--- src/rtl/boom_seq_pkg.sv ---
// Shared state encodings and defaults for the BOOM boot sequencer.
package boom_seq_pkg;

    localparam logic [2:0] ST_IDLE      = 3'd0;
    localparam logic [2:0] ST_EN_WAIT   = 3'd1;
    localparam logic [2:0] ST_BOOT_INT  = 3'd2;
    localparam logic [2:0] ST_RUN       = 3'd3;
    localparam logic [2:0] ST_STOP_WAIT = 3'd4;
    localparam logic [2:0] ST_FAULT     = 3'd5;

    localparam int unsigned STOP_CYCLES_DEF = 4;

    function automatic int unsigned max3(input int unsigned a, input int unsigned b,
                                         input int unsigned c);
        int unsigned m;
        m = (a > b) ? a : b;
        return (m > c) ? m : c;
    endfunction

endpackage

--- src/rtl/boom_seq_cnt.sv ---
// Loadable down-counter with zero flag; saturates at zero instead of wrapping.
module boom_seq_cnt #(
    parameter int unsigned W = 16
) (
    input  logic         clk_i,
    input  logic         reset_n_i,
    input  logic         load,
    input  logic [W-1:0] load_val,
    input  logic         dec,
    output logic         zero
);

    logic [W-1:0] count;

    always_ff @(posedge clk_i or negedge reset_n_i) begin
        if (!reset_n_i) begin
            count <= '0;
        end else if (load) begin
            count <= load_val;
        end else if (dec && (count != '0)) begin
            count <= count - W'(1);
        end
    end

    assign zero = (count == '0);

endmodule

--- src/rtl/boom_boot_seq.sv ---
// BOOM core boot sequencer: enable, delayed boot interrupt, run, quiesce on stop,
// and latch into FAULT when memory error status moves away from its boot snapshot.
module boom_boot_seq
    import boom_seq_pkg::*;
#(
    parameter int unsigned EN_DELAY_W  = 16,
    parameter int unsigned INT_LEN_W   = 8,
    parameter int unsigned STOP_CYCLES = STOP_CYCLES_DEF
) (
    input  logic                  clk_i,
    input  logic                  reset_n_i,
    input  logic                  start_i,
    input  logic                  stop_i,
    input  logic                  clear_i,
    input  logic [EN_DELAY_W-1:0] cfg_en_delay_i,
    input  logic [INT_LEN_W-1:0]  cfg_int_len_i,
    input  logic [31:0]           tcu_mem_axi4_error_i,
    input  logic [31:0]           axi4_mem_bridge_error_i,
    output logic                  boom_en_o,
    output logic                  boom_ext_int1_o,
    output logic                  running_o,
    output logic                  fault_o,
    output logic [2:0]            state_o
);

    localparam int unsigned CNT_W_RAW = max3(EN_DELAY_W, INT_LEN_W, $clog2(STOP_CYCLES + 1));
    localparam int unsigned CNT_W     = (CNT_W_RAW < 1) ? 1 : CNT_W_RAW;
    localparam logic [CNT_W-1:0] STOP_LOAD = (STOP_CYCLES > 0) ? CNT_W'(STOP_CYCLES - 1) : '0;

    logic [2:0]           state_q, state_d;
    logic [INT_LEN_W-1:0] int_len_q;
    logic [31:0]          tcu_snap_q, br_snap_q;
    logic                 snap_en;
    logic                 err_chg;
    logic                 cnt_load, cnt_dec, cnt_zero;
    logic [CNT_W-1:0]     cnt_val;
    logic [CNT_W-1:0]     boot_load;

    // Counter holds "cycles remaining minus one", so a zero load gives a one-cycle state.
    assign boot_load = (int_len_q == '0) ? '0 : CNT_W'(int_len_q - INT_LEN_W'(1));
    assign err_chg   = (tcu_mem_axi4_error_i != tcu_snap_q) ||
                       (axi4_mem_bridge_error_i != br_snap_q);

    boom_seq_cnt #(
        .W (CNT_W)
    ) u_cnt (
        .clk_i     (clk_i),
        .reset_n_i (reset_n_i),
        .load      (cnt_load),
        .load_val  (cnt_val),
        .dec       (cnt_dec),
        .zero      (cnt_zero)
    );

    always_comb begin
        state_d  = state_q;
        cnt_load = 1'b0;
        cnt_val  = '0;
        cnt_dec  = 1'b0;
        snap_en  = 1'b0;
        case (state_q)
            ST_IDLE: begin
                if (start_i) begin
                    state_d  = ST_EN_WAIT;
                    cnt_load = 1'b1;
                    cnt_val  = CNT_W'(cfg_en_delay_i);
                    snap_en  = 1'b1;
                end
            end
            ST_EN_WAIT, ST_BOOT_INT: begin
                if (err_chg) begin
                    state_d = ST_FAULT;
                end else if (stop_i) begin
                    state_d  = ST_STOP_WAIT;
                    cnt_load = 1'b1;
                    cnt_val  = STOP_LOAD;
                end else if (cnt_zero) begin
                    if (state_q == ST_EN_WAIT) begin
                        state_d  = ST_BOOT_INT;
                        cnt_load = 1'b1;
                        cnt_val  = boot_load;
                    end else begin
                        state_d = ST_RUN;
                    end
                end else begin
                    cnt_dec = 1'b1;
                end
            end
            ST_RUN: begin
                if (err_chg) begin
                    state_d = ST_FAULT;
                end else if (stop_i) begin
                    state_d  = ST_STOP_WAIT;
                    cnt_load = 1'b1;
                    cnt_val  = STOP_LOAD;
                end
            end
            ST_STOP_WAIT: begin
                if (cnt_zero) begin
                    state_d = ST_IDLE;
                end else begin
                    cnt_dec = 1'b1;
                end
            end
            ST_FAULT: begin
                if (clear_i) begin
                    state_d = ST_IDLE;
                end
            end
            default: state_d = ST_IDLE;
        endcase
    end

    always_ff @(posedge clk_i or negedge reset_n_i) begin
        if (!reset_n_i) begin
            state_q    <= ST_IDLE;
            int_len_q  <= '0;
            tcu_snap_q <= '0;
            br_snap_q  <= '0;
        end else begin
            state_q <= state_d;
            if (snap_en) begin
                int_len_q  <= cfg_int_len_i;
                tcu_snap_q <= tcu_mem_axi4_error_i;
                br_snap_q  <= axi4_mem_bridge_error_i;
            end
        end
    end

    // Outputs are separate flops decoded from the next state to stay Moore and glitch-free.
    always_ff @(posedge clk_i or negedge reset_n_i) begin
        if (!reset_n_i) begin
            boom_en_o       <= 1'b0;
            boom_ext_int1_o <= 1'b0;
            running_o       <= 1'b0;
            fault_o         <= 1'b0;
        end else begin
            boom_en_o       <= (state_d == ST_EN_WAIT) || (state_d == ST_BOOT_INT) ||
                               (state_d == ST_RUN);
            boom_ext_int1_o <= (state_d == ST_BOOT_INT);
            running_o       <= (state_d == ST_RUN);
            fault_o         <= (state_d == ST_FAULT);
        end
    end

    assign state_o = state_q;

endmodule

--- config.mk ---
export PLATFORM = sky130hd
export DESIGN_NAME = boom_boot_seq
export DESIGN_NICKNAME = d
export VERILOG_FILES = /design/src/rtl/boom_seq_pkg.sv /design/src/rtl/boom_seq_cnt.sv /design/src/rtl/boom_boot_seq.sv
export SDC_FILE = /design/constraint.sdc
export NUM_CORES = 1
export LEC_CHECK = 0
export BUFFER_PORTS_ARGS = -buffer_cell sky130_fd_sc_hd__buf_2
export CAP_MARGIN = 20
export CORE_MARGIN = 10
export CORE_UTILIZATION = 55
export DETAILED_ROUTE_END_ITERATION = 6
export GPL_ROUTABILITY_DRIVEN = 0
export PLACE_DENSITY = 0.84
export SYNTH_ARGS = -nofsm -noshare
export SYNTH_HDL_FRONTEND = slang
export SYNTH_SLANG_ARGS = --single-unit
--- constraint.sdc ---
create_clock -name clk_i -period 6.8 [get_ports clk_i]
set_clock_uncertainty 0.15 [all_clocks]
set_input_delay 1.36 -clock clk_i [delete_from_list [all_inputs] [get_ports clk_i]]
set_output_delay 1.36 -clock clk_i [all_outputs]
set_load 0.005 [all_outputs]
# Word-level counts from Yosys, hierarchy flattened
# Cells that the tools add are included.
[op_classes]
add_sub_neg = 2
n_eq_ne = 11
n_mux = 34
reduce_logical = 10
[ops]
columns = ["cell", "n"]
rows = [
  ["two-way mux 16 bit", 8],
  ["inequality test 32 bit", 2],
  ["one-hot mux 16 bit (3 select lines)", 1],
  ["two-way mux 3 bit", 8],
  ["logical NOT 16 bit", 1],
  ["nonzero test 16 bit", 1],
  ["subtractor 16 x 1 -> 16 bit, second input constant", 1],
  ["one-hot mux 3 bit (5 select lines)", 1],
  ["equality test 3 x 2 -> 1 bit, second input constant", 4],
  ["two-way mux 1 bit", 12],
  ["equality test 3 bit, second input constant", 3],
  ["subtractor 8 x 1 -> 9 bit, second input constant", 1],
  ["logical NOT 8 bit", 1],
  ["equality test 3 x 1 -> 1 bit, second input constant", 2],
  ["two-way mux 2 bit", 2],
  ["logical NOT 3 bit", 1],
  ["logical OR 1 bit", 3],
  ["one-hot mux 1 bit (3 select lines)", 1],
  ["one-hot mux 1 bit (2 select lines)", 1],
  ["nonzero test 2 bit", 1],
  ["OR reduction 2 bit", 1],
  ["logical AND 1 bit", 1],
]
[totals]
regBits = 95
in_bits = 93
output_inout_bits = 7
wordCells = 66

# Logic depth before layout (Yosys ltp)
[logic_depth]
depth_word = 9
mapped_depth = 9
depth_no_buf = 9

# By module
# Synthesis repeated with hierarchy kept, for this count alone.
[unflattened]
hier_cells = 459
hier_area_um2 = 5099.9
[by_module_without_submodules]
columns = ["module", "instances", "cells_per_inst", "area_each_um2", "seq_area_each_um2"]
rows = [
  ["boom_boot_seq", 1, 340, 4060.1, 1976.9],
  ["boom_seq_cnt", 1, 119, 1039.7, 400.4],
]

# Least setup slack after synthesis
# No wires, ideal clock.
[synth_timing]
kind = "input-to-reg"
startpoint = "input tcu_mem_axi4_error_i[21]"
endpoint = "register u_cnt.count[14]"
setup_ns = 0.111
arrival_ns = 2.916
required_ns = 6.539
setup_slack_ns = 3.623
cell_stages = 7
path_buffers = 1
cell_sequence = "xnor2_1 -> nand4_1 -> nor4_1 -> nand4_1 -> clkbuf_1 -> o211a_4 -> a2111oi_2"
[synth_via]
elab_chain_cells = 6
elab_cells_between_ends = 12
classes_between = "eq/ne (1); mux (8); reduce/logical (3)"
[synth_rtl]
columns = ["element", "line_no", "rtl"]
rows = [
  ["start: declaration", "boom_boot_seq.sv:17", "input logic [31:0] tcu_mem_axi4_error_i,"],
  ["inequality test 32 bit (*)", "boom_boot_seq.sv:41", "assign err_chg = (tcu_mem_axi4_error_i != tcu_snap_q) ||"],
  ["logical OR 1 bit (*)", "boom_boot_seq.sv:41", ""],
  ["two-way mux 1 bit", "boom_boot_seq.sv:71", "if (err_chg) begin"],
  ["one-hot mux 1 bit (2 select lines)", "boom_boot_seq.sv:61", "case (state_q)"],
  ["logical AND 1 bit", "boom_seq_cnt.sv:20", "end else if (dec && (count != '0)) begin"],
  ["nonzero test 2 bit (no line)", "--", ""],
  ["end signal: assignment", "boom_seq_cnt.sv:19", "count <= load_val;"],
  ["end signal: assignment", "boom_seq_cnt.sv:21", "count <= count - W'(1);"],
  ["end: declaration", "boom_seq_cnt.sv:13", "logic [W-1:0] count;"],
]
# Mark *: on every way between the ends. The rest lies on a longest branch, timed or not.
# A chain may end at the register's enable or synchronous reset.

# Worst setup path in the final report
[layout_timing]
startpoint = "input axi4_mem_bridge_error_i[27]"
endpoint = "register u_cnt.count[15]"
[layout_via]
elab_chain_cells = 6
elab_cells_between_ends = 12
classes_between = "eq/ne (1); mux (8); reduce/logical (3)"
[layout_rtl]
columns = ["element", "line_no", "rtl"]
rows = [
  ["start: declaration", "boom_boot_seq.sv:18", "input logic [31:0] axi4_mem_bridge_error_i,"],
  ["inequality test 32 bit (*)", "boom_boot_seq.sv:42", "(axi4_mem_bridge_error_i != br_snap_q);"],
  ["logical OR 1 bit (*)", "boom_boot_seq.sv:41", ""],
  ["two-way mux 1 bit", "boom_boot_seq.sv:71", ""],
  ["one-hot mux 1 bit (2 select lines)", "boom_boot_seq.sv:61", ""],
  ["logical AND 1 bit", "boom_seq_cnt.sv:20", ""],
  ["nonzero test 2 bit (no line)", "--", ""],
]
# Marks and branches as above.

==> summary.md <==
| Metric | Value |
|---|---|
| Routed len/inst | 15.9 microns |
| Clock share of power | 16.2% |
| Post-Syn Area | 5240 sq um |
| Combinational fraction of design power | 39.6% |
| Critical path fanouts, max | 21 |
| CP dominant cell by count | nand4_1 |
| Initial drt markers | 327 |
| Sw Pwr | 0.968 mW |
| EDFF count, synth | 0 |
| DRC Markers | 0 |
| Initial antenna violation count | 1 |
| Largest net degree at the start of global routing | 76 |
| Avg Cell Area, Syn | roughly 8.6 sq um |
| Vias | about 4,600 |
| Htree depth | 3 |
| Clk slew on worst S/H paths | around 100 ps |
| Critical path class | in2reg |
| Synthesized net count | 707 |
| Metal3 WL | 930 microns |
| Port bufs | 99 |
| Tcrit/Tclk final | 61.6% |
| Layout area overhead | 14.7% |
| Warnings, synthesis | 0 |
| Total core area | 9240 sq um |
| Slew Viols, Final | 0 |
| Switching Fraction | 40.8% |
| Cts bufs inserted | 9 |
| CP Capture Type | flip-flop |
| Final hold vios | 0 |
| Cell Chain, Critical Path | buf_2 -> xnor2_1 -> nand4_1 -> nor4_1 -> nand4_1 -> o21ai_2 -> a41oi_1 -> o22a_1 |
| Initial Utilization | 56.7% |
| CTS tree | done |
| Worst-skew pair later-pin latency | 370 ps |
| Share of layout cells above drive strength 1 | 19.9% |
| Nature of the critical path startpoint | input pin |
| Seq pwr share | 44.2% |
| Vias in the first global route | 4,593 |
| Top routing layer used | met5 |
| Antenna viol nets, final | 0 |
| Pleak | 2.85 nW |
| P_int | 1.40 mW |
| Worst Path Required | approximately 6900 ps |
| Root Buffer | clkbuf_8 |
| Slew headroom | around a third |
| CP max stage delay | 850 ps |
| Final min period | 4190 ps |
| Die Y | 118 microns |
| Bufs on Longest Clock Path | 2 |
| Worst vdd rail ir drop | 0.241 mV |
| GRT Util Overall | 18.7% |
| WL met1 | ~5600 microns |
| Synth Register Bits | 95 |
| Hold slack | between 300 and 400 ps |
| Drt total wl | 13,200 microns |
| Resized Gates After CTS | 0 |
| Nets | roughly 790 |
| Measured slew at the worst slew-check pin | ~980 ps |
| Status | finished clean |
| Vias per cell | 5.48 |
| Top_reg_cell synth | dfrtp_1 |
| First-pass GRT wire length | 21,900 microns |
| Commonest non-fill, non-tap cell in the layout | nand2_1 |
| Worst path top cell family by delay | simple AND/OR/NAND/NOR gates |
| Register area share after synthesis | 45.3% |
| Pwr Total | about 2.4 mW |
| Dpl hpwl | slightly below 10,000 microns |
| Setup violations, final | 0 |
| CP max-delay cell | nand4_1 |
| Fmax | 0.239 GHz |
| Global route overflow | 0 |
| Commonest cells after routing, fill and taps aside | nand2_1, buf_2, dfrtp_1 |
| Bufs and invs on worst path | 1 |
| Die ar. | 13,800 sq um |
| Die X | about 120 microns |
| RSZ-0062 raised after global routing | no |
| Ys async rst share | 100% |
| Post-CTS Setup Repair Bufs | 0 |
| Worst Hold Class | reg2reg |
| Distinct cells, synth | 62 |
| PwrDens | 394 nW/um^2 |
| Met2 routed WL | 6350 microns |
| Worst EP arrival | roughly 4300 ps |
| Gate Count Post-Synth | 611 |
| Io pins | 100 |
| DR pass1 iterations | 5 |
| MaxCap Viol Count | 0 |
| Hold Buf Count CTS | 0 |
| Row count | 35 |
| Clock sink count | 95 |
| Setup TNS | 0 ps |
-- power groups by stage --
stage                     Combinational, mW  Sequential [mW]  Clock, mW
after global routing                   1.06             1.08      0.413
after floorplan                       0.760            0.978          0
final                                 0.938             1.05      0.384
after global placement                0.886             1.03          0
after detailed placement              0.936             1.05          0
after CTS                             0.942             1.04      0.388
-- sequential cells by signal (all words and copies together) (netlist names), 3 cells and up --
| signal | count |
|---|---|
| u_cnt.count | 16 |
| br_snap_q | 32 |
| state_o | 3 |
| int_len_q | 8 |
| tcu_snap_q | 32 |
-- cell type report --
class,count,area [sq um]
multi-input combinational,477,2710
sequential,95,2380
clock buffer,10,128
clock inverter,6,67.6
antenna,1,2.50
timing repair buffer,103,528
inverter,11,41.3
tap,129,161
fill,759,3230
-- Yosys cell counts, types with 2 or more instances --
cell,number,area (sq um)
nor4b_1,2,17.5
ha_1,3,37.5
nand2_1,227,852
nor2b_1,4,25.0
o22a_1,4,35.0
a221o_2,2,22.5
a211oi_1,2,15.0
a211o_1,3,26.3
nor4_1,11,68.8
dfrtp_1,95,2380
nor3_1,9,45.0
clkbuf_1,23,86.3
a21boi_0,2,15.0
o21ai_2,2,17.5
and2_1,6,37.5
o21ai_0,12,60.1
nand2b_1,2,12.5
or3_1,2,12.5
a41oi_1,2,17.5
nor2_1,32,120
a31oi_1,4,25.0
nand3b_1,3,22.5
a221o_1,3,30.0
or2_2,2,12.5
nand4_1,18,113
a22oi_1,5,37.5
buf_4,2,15.0
xor2_1,4,35.0
a311oi_1,6,52.6
a21oi_1,9,45.0
inv_1,11,41.3
nand3_1,2,10.0
and4_1,2,17.5
xnor2_1,67,587
-- path summary, 6_finish.rpt --
kind	slack, ps	to	cells past startpoint	startpoint
setup reg to reg	3280	u_cnt.count[15]$_DFFE_PN0P_	7	br_snap_q[24]$_DFFE_PN0P_
max in group asynchronous	4540	tcu_snap_q[23]$_DFFE_PN0P_	2	reset_n_i
setup / recovery	2610	u_cnt.count[15]$_DFFE_PN0P_	8	axi4_mem_bridge_error_i[27]
hold / removal	350	tcu_snap_q[3]$_DFFE_PN0P_	2	tcu_snap_q[3]$_DFFE_PN0P_
hold reg to reg	350	tcu_snap_q[3]$_DFFE_PN0P_	2	tcu_snap_q[3]$_DFFE_PN0P_
min in group asynchronous	790	boom_ext_int1_o$_DFF_PN0_	1	reset_n_i
-- worst register-to-register path: stages, from the launching register on --
cell     delay, ps
dfrtp_1        420
xnor2_1        180
nand4_1        110
nor4_1         430
nand4_1        850
o21ai_2        830
a41oi_1        200
o22a_1         240
-- per-layer routing --
| metal | global-route usage, % | vias up |
|---|---|---|
| met3 | 6.04 | 25 |
| met5 | 0 | - |
| met2 | 30.6 | 142 |
| met4 | 6.11 | 2 |
| met1 | 22.9 | 2181 |
| li1 | - | 2212 |
-- cells by family after synthesis --
kind of cell	Yosys count	share of synthesized area, %
AO/OA/AOI/OAI	70	10.6
XOR/XNOR	71	11.9
adder cells (fa/ha/maj)	3	0.716
buffers and inverters	39	3.13
flip-flops	95	45.3
AND/OR/NAND/NOR	333	28.3
-- through the flow --
step | std cells | setup slack (ps) | instance area, sq um | utilization (%)
2_1_floorplan | 611 | 3620 | 5240 | -
3_3_place_gp | 815 | 2370 | 5820 | 62.9
3_5_place_dp | 815 | 2260 | 5820 | 62.9
4_1_cts | 831 | 2650 | 6010 | 65.1
5_1_grt | 831 | 2280 | 6010 | 65.1
6_report | 832 | 2610 | 6010 | 65.1
Note: power is estimated with default switching activity, not from simulation.
